--- src/rtl/lcd_ctrl_q_pkg.sv ---
// Shared states, timing constants (us) and init-byte encoders
// for the HD44780-class character-LCD controller.
package lcd_ctrl_q_pkg;

    typedef enum logic [1:0] {
        POWERUP,
        INIT,
        IDLE,
        XFER
    } lcd_state_e;

    localparam int T_POWERUP = 500;
    localparam int T_PULSE   = 10;
    localparam int T_NIB_GAP = 1;
    localparam int T_SETUP   = 1;
    localparam int T_E_END   = 14;
    localparam int T_CYCLE   = 50;
    localparam int T_LONG    = 2000;
    localparam int T_W_SHORT = 50;
    localparam int T_W_CLEAR = 2000;
    localparam int T_W_ENTRY = 100;

    function automatic int us2cyc(input int us, input int mhz);
        return us * mhz;
    endfunction

    // cfg = {lines, font, disp_on, cursor, blink, inc_dec, shift}
    function automatic logic [7:0] init_byte(
        input logic [2:0] step,
        input logic       bus4,
        input logic [6:0] cfg
    );
        logic [7:0] b;
        case (step)
            3'd0:    b = 8'h20;
            3'd1:    b = {3'b001, ~bus4, cfg[6], cfg[5], 2'b00};
            3'd2:    b = {5'b00001, cfg[4:2]};
            3'd3:    b = 8'h01;
            default: b = {6'b000001, cfg[1:0]};
        endcase
        return b;
    endfunction

    function automatic int init_wait_us(input logic [2:0] step);
        int w;
        case (step)
            3'd3:    w = T_W_CLEAR;
            3'd4:    w = T_W_ENTRY;
            default: w = T_W_SHORT;
        endcase
        return w;
    endfunction

endpackage

--- src/rtl/lcd_ctrl_q_fifo.sv ---
// Synchronous command FIFO; pointers wrap naturally as DEPTH
// is a power of two.
module lcd_cmd_fifo #(
    parameter int WIDTH = 10,
    parameter int DEPTH = 4
) (
    input  logic                      clk,
    input  logic                      rst_n,
    input  logic                      push_i,
    input  logic [WIDTH-1:0]          data_i,
    input  logic                      pop_i,
    output logic [WIDTH-1:0]          data_o,
    output logic                      full_o,
    output logic                      empty_o,
    output logic [$clog2(DEPTH):0]    count_o
);
    localparam int AW = $clog2(DEPTH);
    localparam logic [AW:0] FULL_CNT = (AW + 1)'(DEPTH);

    if (DEPTH < 2 || (DEPTH & (DEPTH - 1)) != 0) begin : g_chk
        $error("lcd_cmd_fifo: DEPTH must be a power of two >= 2");
    end

    logic [WIDTH-1:0] mem_q [DEPTH];
    logic [AW-1:0]    wr_q;
    logic [AW-1:0]    rd_q;
    logic [AW:0]      cnt_q;
    logic             do_push;
    logic             do_pop;

    assign do_push = push_i && !full_o;
    assign do_pop  = pop_i && !empty_o;

    always_ff @(posedge clk or negedge rst_n) begin
        if (!rst_n) begin
            for (int i = 0; i < DEPTH; i++) mem_q[i] <= '0;
            wr_q  <= '0;
            rd_q  <= '0;
            cnt_q <= '0;
        end else begin
            if (do_push) begin
                mem_q[wr_q] <= data_i;
                wr_q        <= wr_q + 1'b1;
            end
            if (do_pop) rd_q <= rd_q + 1'b1;
            cnt_q <= cnt_q + {{AW{1'b0}}, do_push} - {{AW{1'b0}}, do_pop};
        end
    end

    assign data_o  = mem_q[rd_q];
    assign full_o  = (cnt_q == FULL_CNT);
    assign empty_o = (cnt_q == '0);
    assign count_o = cnt_q;

endmodule

--- src/rtl/lcd_ctrl_q.sv ---
// Character-LCD controller: power-up wait, cfg-driven init, then
// queued command/data writes in 8-bit or 4-bit bus mode.
module lcd_ctrl_q #(
    parameter int CLK_MHZ    = 15,
    parameter int BUS_4BIT   = 0,
    parameter int FIFO_DEPTH = 4,
    parameter int CBITS      = 16
) (
    input  logic       clk,
    input  logic       rst_n,
    input  logic [6:0] cfg,
    input  logic       cmd_valid,
    output logic       cmd_ready,
    input  logic [9:0] cmd_data,
    output logic       e,
    output logic       rs,
    output logic       rw,
    output logic [7:0] lcd_data,
    output logic       busy,
    output logic       init_done
);
    import lcd_ctrl_q_pkg::*;

    typedef logic [CBITS-1:0] cnt_t;

    localparam int   CW        = $clog2(FIFO_DEPTH);
    localparam logic BUS4      = (BUS_4BIT != 0);
    localparam cnt_t PWR_LAST  = cnt_t'(us2cyc(T_POWERUP, CLK_MHZ) - 1);
    localparam cnt_t PULSE_C   = cnt_t'(us2cyc(T_PULSE, CLK_MHZ));
    localparam cnt_t GAP_LAST  = cnt_t'(us2cyc(T_PULSE + T_NIB_GAP, CLK_MHZ) - 1);
    localparam cnt_t SETUP_C   = cnt_t'(us2cyc(T_SETUP, CLK_MHZ));
    localparam cnt_t EEND_C    = cnt_t'(us2cyc(T_E_END, CLK_MHZ));
    localparam cnt_t CYC_LAST  = cnt_t'(us2cyc(T_CYCLE, CLK_MHZ) - 1);
    localparam cnt_t LONG_LAST = cnt_t'(us2cyc(T_LONG, CLK_MHZ) - 1);
    localparam logic [2:0] FIRST_STEP = BUS4 ? 3'd0 : 3'd1;
    localparam logic [CW:0] FULL_CNT  = (CW + 1)'(FIFO_DEPTH);

    if (CBITS < 32 &&
        us2cyc(T_PULSE + T_W_CLEAR, CLK_MHZ) >= (1 << CBITS)) begin : g_chk
        $error("lcd_ctrl_q: CBITS too narrow for CLK_MHZ");
    end

    lcd_state_e  state_q, state_d;
    cnt_t        cnt_q, cnt_d;
    logic [2:0]  step_q, step_d;
    logic        nib_q, nib_d;
    logic [6:0]  cfg_q, cfg_d;
    logic [9:0]  cmd_q, cmd_d;
    logic        e_q, e_d, rs_q, rs_d, rw_q, rw_d;
    logic [7:0]  dat_q, dat_d;
    logic        busy_q, busy_d, done_q, done_d, rdy_q, rdy_d;

    logic        push, pop, full, empty;
    logic [9:0]  head;
    logic [CW:0] count, count_nx;
    logic [7:0]  ibyte;
    logic        split, last, long_w;

    assign push     = cmd_valid && rdy_q && !full;
    assign count_nx = count + {{CW{1'b0}}, push} - {{CW{1'b0}}, pop};
    assign rdy_d    = (count_nx != FULL_CNT);
    assign busy_d   = (state_q != IDLE) || !empty;
    assign done_d   = done_q || (state_q == IDLE);

    lcd_cmd_fifo #(
        .WIDTH (10),
        .DEPTH (FIFO_DEPTH)
    ) u_fifo (
        .clk     (clk),
        .rst_n   (rst_n),
        .push_i  (push),
        .data_i  (cmd_data),
        .pop_i   (pop),
        .data_o  (head),
        .full_o  (full),
        .empty_o (empty),
        .count_o (count)
    );

    always_comb begin
        state_d = state_q;
        cnt_d   = cnt_q + 1'b1;
        step_d  = step_q;
        nib_d   = nib_q;
        cfg_d   = cfg_q;
        cmd_d   = cmd_q;
        pop     = 1'b0;
        e_d     = 1'b0;
        rs_d    = 1'b0;
        rw_d    = 1'b0;
        dat_d   = 8'h00;
        ibyte   = init_byte(step_q, BUS4, cfg_q);
        split   = BUS4 && (step_q != 3'd0);
        last    = !BUS4 || nib_q;
        long_w  = last && !cmd_q[9] &&
                  (cmd_q[7:0] inside {8'h01, 8'h02, 8'h03});
        unique case (state_q)
            POWERUP: begin
                if (cnt_q == PWR_LAST) begin
                    state_d = INIT;
                    cnt_d   = '0;
                    cfg_d   = cfg;
                    step_d  = FIRST_STEP;
                    nib_d   = 1'b0;
                end
            end
            INIT: begin
                if (cnt_q < PULSE_C) begin
                    e_d   = 1'b1;
                    dat_d = !split ? ibyte :
                            nib_q  ? {ibyte[3:0], 4'h0} :
                                     {ibyte[7:4], 4'h0};
                end
                // high nibble of a split byte only needs a short gap
                if (split && !nib_q) begin
                    if (cnt_q == GAP_LAST) begin
                        cnt_d = '0;
                        nib_d = 1'b1;
                    end
                end else if (cnt_q == cnt_t'(us2cyc(T_PULSE +
                             init_wait_us(step_q), CLK_MHZ) - 1)) begin
                    cnt_d = '0;
                    nib_d = 1'b0;
                    if (step_q == 3'd4) state_d = IDLE;
                    else                step_d  = step_q + 3'd1;
                end
            end
            IDLE: begin
                cnt_d = '0;
                if (!empty) begin
                    pop     = 1'b1;
                    cmd_d   = head;
                    nib_d   = 1'b0;
                    state_d = XFER;
                end
            end
            XFER: begin
                rs_d  = cmd_q[9];
                rw_d  = cmd_q[8];
                dat_d = !BUS4 ? cmd_q[7:0] :
                        nib_q ? {cmd_q[3:0], 4'h0} :
                                {cmd_q[7:4], 4'h0};
                e_d   = (cnt_q >= SETUP_C) && (cnt_q < EEND_C);
                if (cnt_q == (long_w ? LONG_LAST : CYC_LAST)) begin
                    cnt_d = '0;
                    if (last) state_d = IDLE;
                    else      nib_d   = 1'b1;
                end
            end
        endcase
    end

    always_ff @(posedge clk or negedge rst_n) begin
        if (!rst_n) begin
            state_q <= POWERUP;
            cnt_q   <= '0;
            step_q  <= '0;
            nib_q   <= 1'b0;
            cfg_q   <= '0;
            cmd_q   <= '0;
            e_q     <= 1'b0;
            rs_q    <= 1'b0;
            rw_q    <= 1'b0;
            dat_q   <= 8'h00;
            busy_q  <= 1'b1;
            done_q  <= 1'b0;
            rdy_q   <= 1'b0;
        end else begin
            state_q <= state_d;
            cnt_q   <= cnt_d;
            step_q  <= step_d;
            nib_q   <= nib_d;
            cfg_q   <= cfg_d;
            cmd_q   <= cmd_d;
            e_q     <= e_d;
            rs_q    <= rs_d;
            rw_q    <= rw_d;
            dat_q   <= dat_d;
            busy_q  <= busy_d;
            done_q  <= done_d;
            rdy_q   <= rdy_d;
        end
    end

    assign cmd_ready = rdy_q;
    assign e         = e_q;
    assign rs        = rs_q;
    assign rw        = rw_q;
    assign lcd_data  = dat_q;
    assign busy      = busy_q;
    assign init_done = done_q;

endmodule
--- config.mk ---
export PLATFORM = sky130hd
export DESIGN_NAME = lcd_ctrl_q
export DESIGN_NICKNAME = d
export VERILOG_FILES = /design/src/rtl/lcd_ctrl_q_pkg.sv /design/src/rtl/lcd_ctrl_q_fifo.sv /design/src/rtl/lcd_ctrl_q.sv
export SDC_FILE = /design/constraint.sdc
export NUM_CORES = 1
export LEC_CHECK = 0
export CAP_MARGIN = 0
export CORE_MARGIN = 4
export CORE_UTILIZATION = 59
export CTS_CLUSTER_DIAMETER = 30
export DETAILED_ROUTE_END_ITERATION = 8
export PLACE_DENSITY = 0.8
export RECOVER_POWER = 100
export SKIP_LAST_GASP = 1
export SLEW_MARGIN = 20
export SYNTH_ARGS = -nofsm -noshare
export SYNTH_HDL_FRONTEND = slang
export SYNTH_HIERARCHICAL = 1
export SYNTH_SLANG_ARGS = --single-unit
--- constraint.sdc ---
create_clock -name clk -period 3.4 [get_ports clk]
set_clock_uncertainty 0.2 [all_clocks]
set_input_delay 0.68 -clock clk [delete_from_list [all_inputs] [get_ports clk]]
set_output_delay 0.68 -clock clk [all_outputs]
set_load 0.01 [all_outputs]
==> metrics.txt <==
status=complete, no violations; syn_area_per_cell=13.1 um^2; fin crit share=between 90% and 100%; Final Hold Fails=0; Simple-Gate Fraction of Synth Area=11.2%; # Post-CTS Setup Buffers=0; Layout area overhead=7.74%; synth cell count leaders=dfrtp_1 (98), mux2_4 (41), a21oi_1 (19), nand2_1 (19); ys async rst share=between 90% and 100%; R2R Setup Slk=approximately 240 ps; maximum VDD drop=about 0.00037 V; # fillers=approximately 650; Tmin final=about 3200 ps; PostCTS Resize Cnt=0; GRT Util Overall=a little over a fifth; Mapped Nets=421; # setup viols final=0; TNS Setup=0 ps; drt wl/cell=between 15 and 20 um; max-cap violation count=0; DR iter-0 viols=between 150 and 200; leakage=around 2.4 nW; Compound-Gate Fraction of Synth Area=roughly 6.5%; GPL Wtd Cong=~0.95; TritonRoute pass-1 iters=4; H-tree depth=3; Hold WC Path Type=flop to flop; CTS Buf Count=9; FF+latch count, synth=99; Finished Layout Cells=roughly 530; multi-input combinational cell area=0.00219 mm^2; Critical Path Start Type=flop; chip width=between 100 and 150 um; nets=between 400 and 500; Ant. Diodes=0; Clock Tree Root=clkbuf_8; area of the core=0.00826 mm^2; Cells after Synth=a little under 400; DRT antenna net count=0; port buffer count=33; first-pass GRT wire length=roughly 17,000 um; largest net degree at the start of global routing=57; Pins Over Slew Limit=0; vias in the first global route=3,351; RSZ-0062 raised after global routing=false; total number of vias=3,140; largest family of logic cells by synthesized area=multiplexers; ratio of cells with drive above 1 in the final layout=between 15 and 20%; CTS tree=built; # DRC=0; DRT Wirelength=a little under 10,000 um; routed vias/inst=5.97; adder-cell share of the synthesized area=~4.3%; Max clock buf depth=2; Synthesis Warnings=6; top-count cell post-synth=dfrtp_1; top post-synthesis cells by area=dfrtp_1 (49%), mux2_4 (12%), mux4_2 (4.5%); Synth Area in XOR/XNOR=under 10%; die area=around 0.01 mm^2; Skew-Pair Late Insertion Delay=between 300 and 400 ps; Die Ht=around 100 um; WP data arrival=about 3200 ps; placed insts=slightly above 500; starting density of the core=slightly above 60%; fmax=about 0.32 GHz; Rows=33; post-synth top area share=48.6%; initial antenna violation count=0; WP data required=around 3500 ps; DP HPWL=around 6900 um; critical path class=flop to flop; clk sink count=99; Main synth FF type=dfrtp_1; Hold-fix buffers, CTS=0; Slew @ Worst Pin=1340 ps; mapped cell area=0.00504 mm^2; Seq/Total Area, Yosys=between 40% and 50%; Yosys cell types=56; Setup crit end kind=flop; register area=0.00248 mm^2; Crit Path Max Fanout=8; number of I/O pins=34; slew margin rel.=around a tenth; post-synthesis mux area share=a little over a fifth; Post-synth EDFFs=0; Clock transition at path regs=100 ps; pwr dens=approximately 570 mW/mm^2; leading area contributor after synthesis=dfrtp_1; gr ovfl total=0
[cells in the final DEF, fill, tap and decap left out, types with 11 or more instances in the layout]
cell type,synthesis,final
dfrtp_1,98,98
mux2_1,0,36
nand2_1,19,19
a21oi_1,19,19
inv_1,18,18
mux2_2,18,18
clkdlybuf4s50_1,0,18
ha_1,14,14
dlygate4sd3_1,0,14
nor2_1,13,13
xnor2_1,13,13
and3_1,7,11
nand3_1,11,11
[path summary, 6_finish.rpt]
check | startpoint | to | depth (start not counted)
max reg2reg | step_q[0]$_DFFE_PN0P_ | step_q[1]$_DFFE_PN0P_ | 7
max | step_q[0]$_DFFE_PN0P_ | step_q[1]$_DFFE_PN0P_ | 7
min reg2reg | init_done$_DFF_PN0_ | init_done$_DFF_PN0_ | 1
max in group asynchronous | rst_n | u_fifo/mem_q[17]$_DFFE_PN0P_ | 2
min | init_done$_DFF_PN0_ | init_done$_DFF_PN0_ | 1
min in group asynchronous | rst_n | cfg_q[1]$_DFFE_PN0P_ | 1
[registers in the layout, indices dropped and copies added, names as in the netlist]
name,cells
u_fifo/mem_q,40
cnt_q,16
cmd_q,10
lcd_data,8
cfg_q,7
step_q,3
u_fifo/count_o,3
state_q,2
u_fifo/rd_q,2
u_fifo/wr_q,2
busy,1
cmd_ready,1
e,1
init_done,1
rs,1
rw,1
[metal layers]
metal  wire, um  track usage, %
met5          0               0
met4        221            7.36
met3        503            4.84
met2       4900            35.4
met1       4260            29.5
[cell type report]
type | count | share of cell area, %
Clock buffer | 9 | 2.28
Tap cell | 105 | 2.42
Inverter | 18 | 1.24
Multi-Input combinational cell | 247 | 40.2
Timing Repair Buffer | 41 | 6.93
Clock inverter | 7 | 1.29
Sequential cell | 99 | 45.6
[report_power, final]
group	switching, W	total [W]	internal, W
Clock	0.000455	0.000741	0.000286
Combinational	0.000302	0.000711	0.000410
Sequential	0.000161	0.00162	0.00146
[critical path: stages (launching register included)]
cell and delay [ps]:
dfrtp_1 450, ha_1 220, ha_1 270, or4_4 580, a2111oi_4 340, o221ai_1 270
nand4b_1 370, mux2_4 350
[through the flow]
step	cell area (um^2)	hold slack, ps	utilization, %	setup slack [ps]	power [W]
finish	5430	280	65.8	245	0.00307
global placement	5440	253	65.9	484	0.00257
detailed placement	5440	263	65.9	398	0.00263
floorplan	5040	184	-	560	0.00241
CTS	5640	162	68.3	394	0.00338
global route	5430	318	65.8	143	0.00328
[cells by family (layout without fill, tap and decap cells)]
group	count (synthesis)	count (layout)
compound gates	45	45
xor+xnor	21	21
fa+ha+maj	16	16
buf+inv	39	75
flops	99	99
mux	72	72
simple gates	93	93
(Power assumes the default switching activity.)
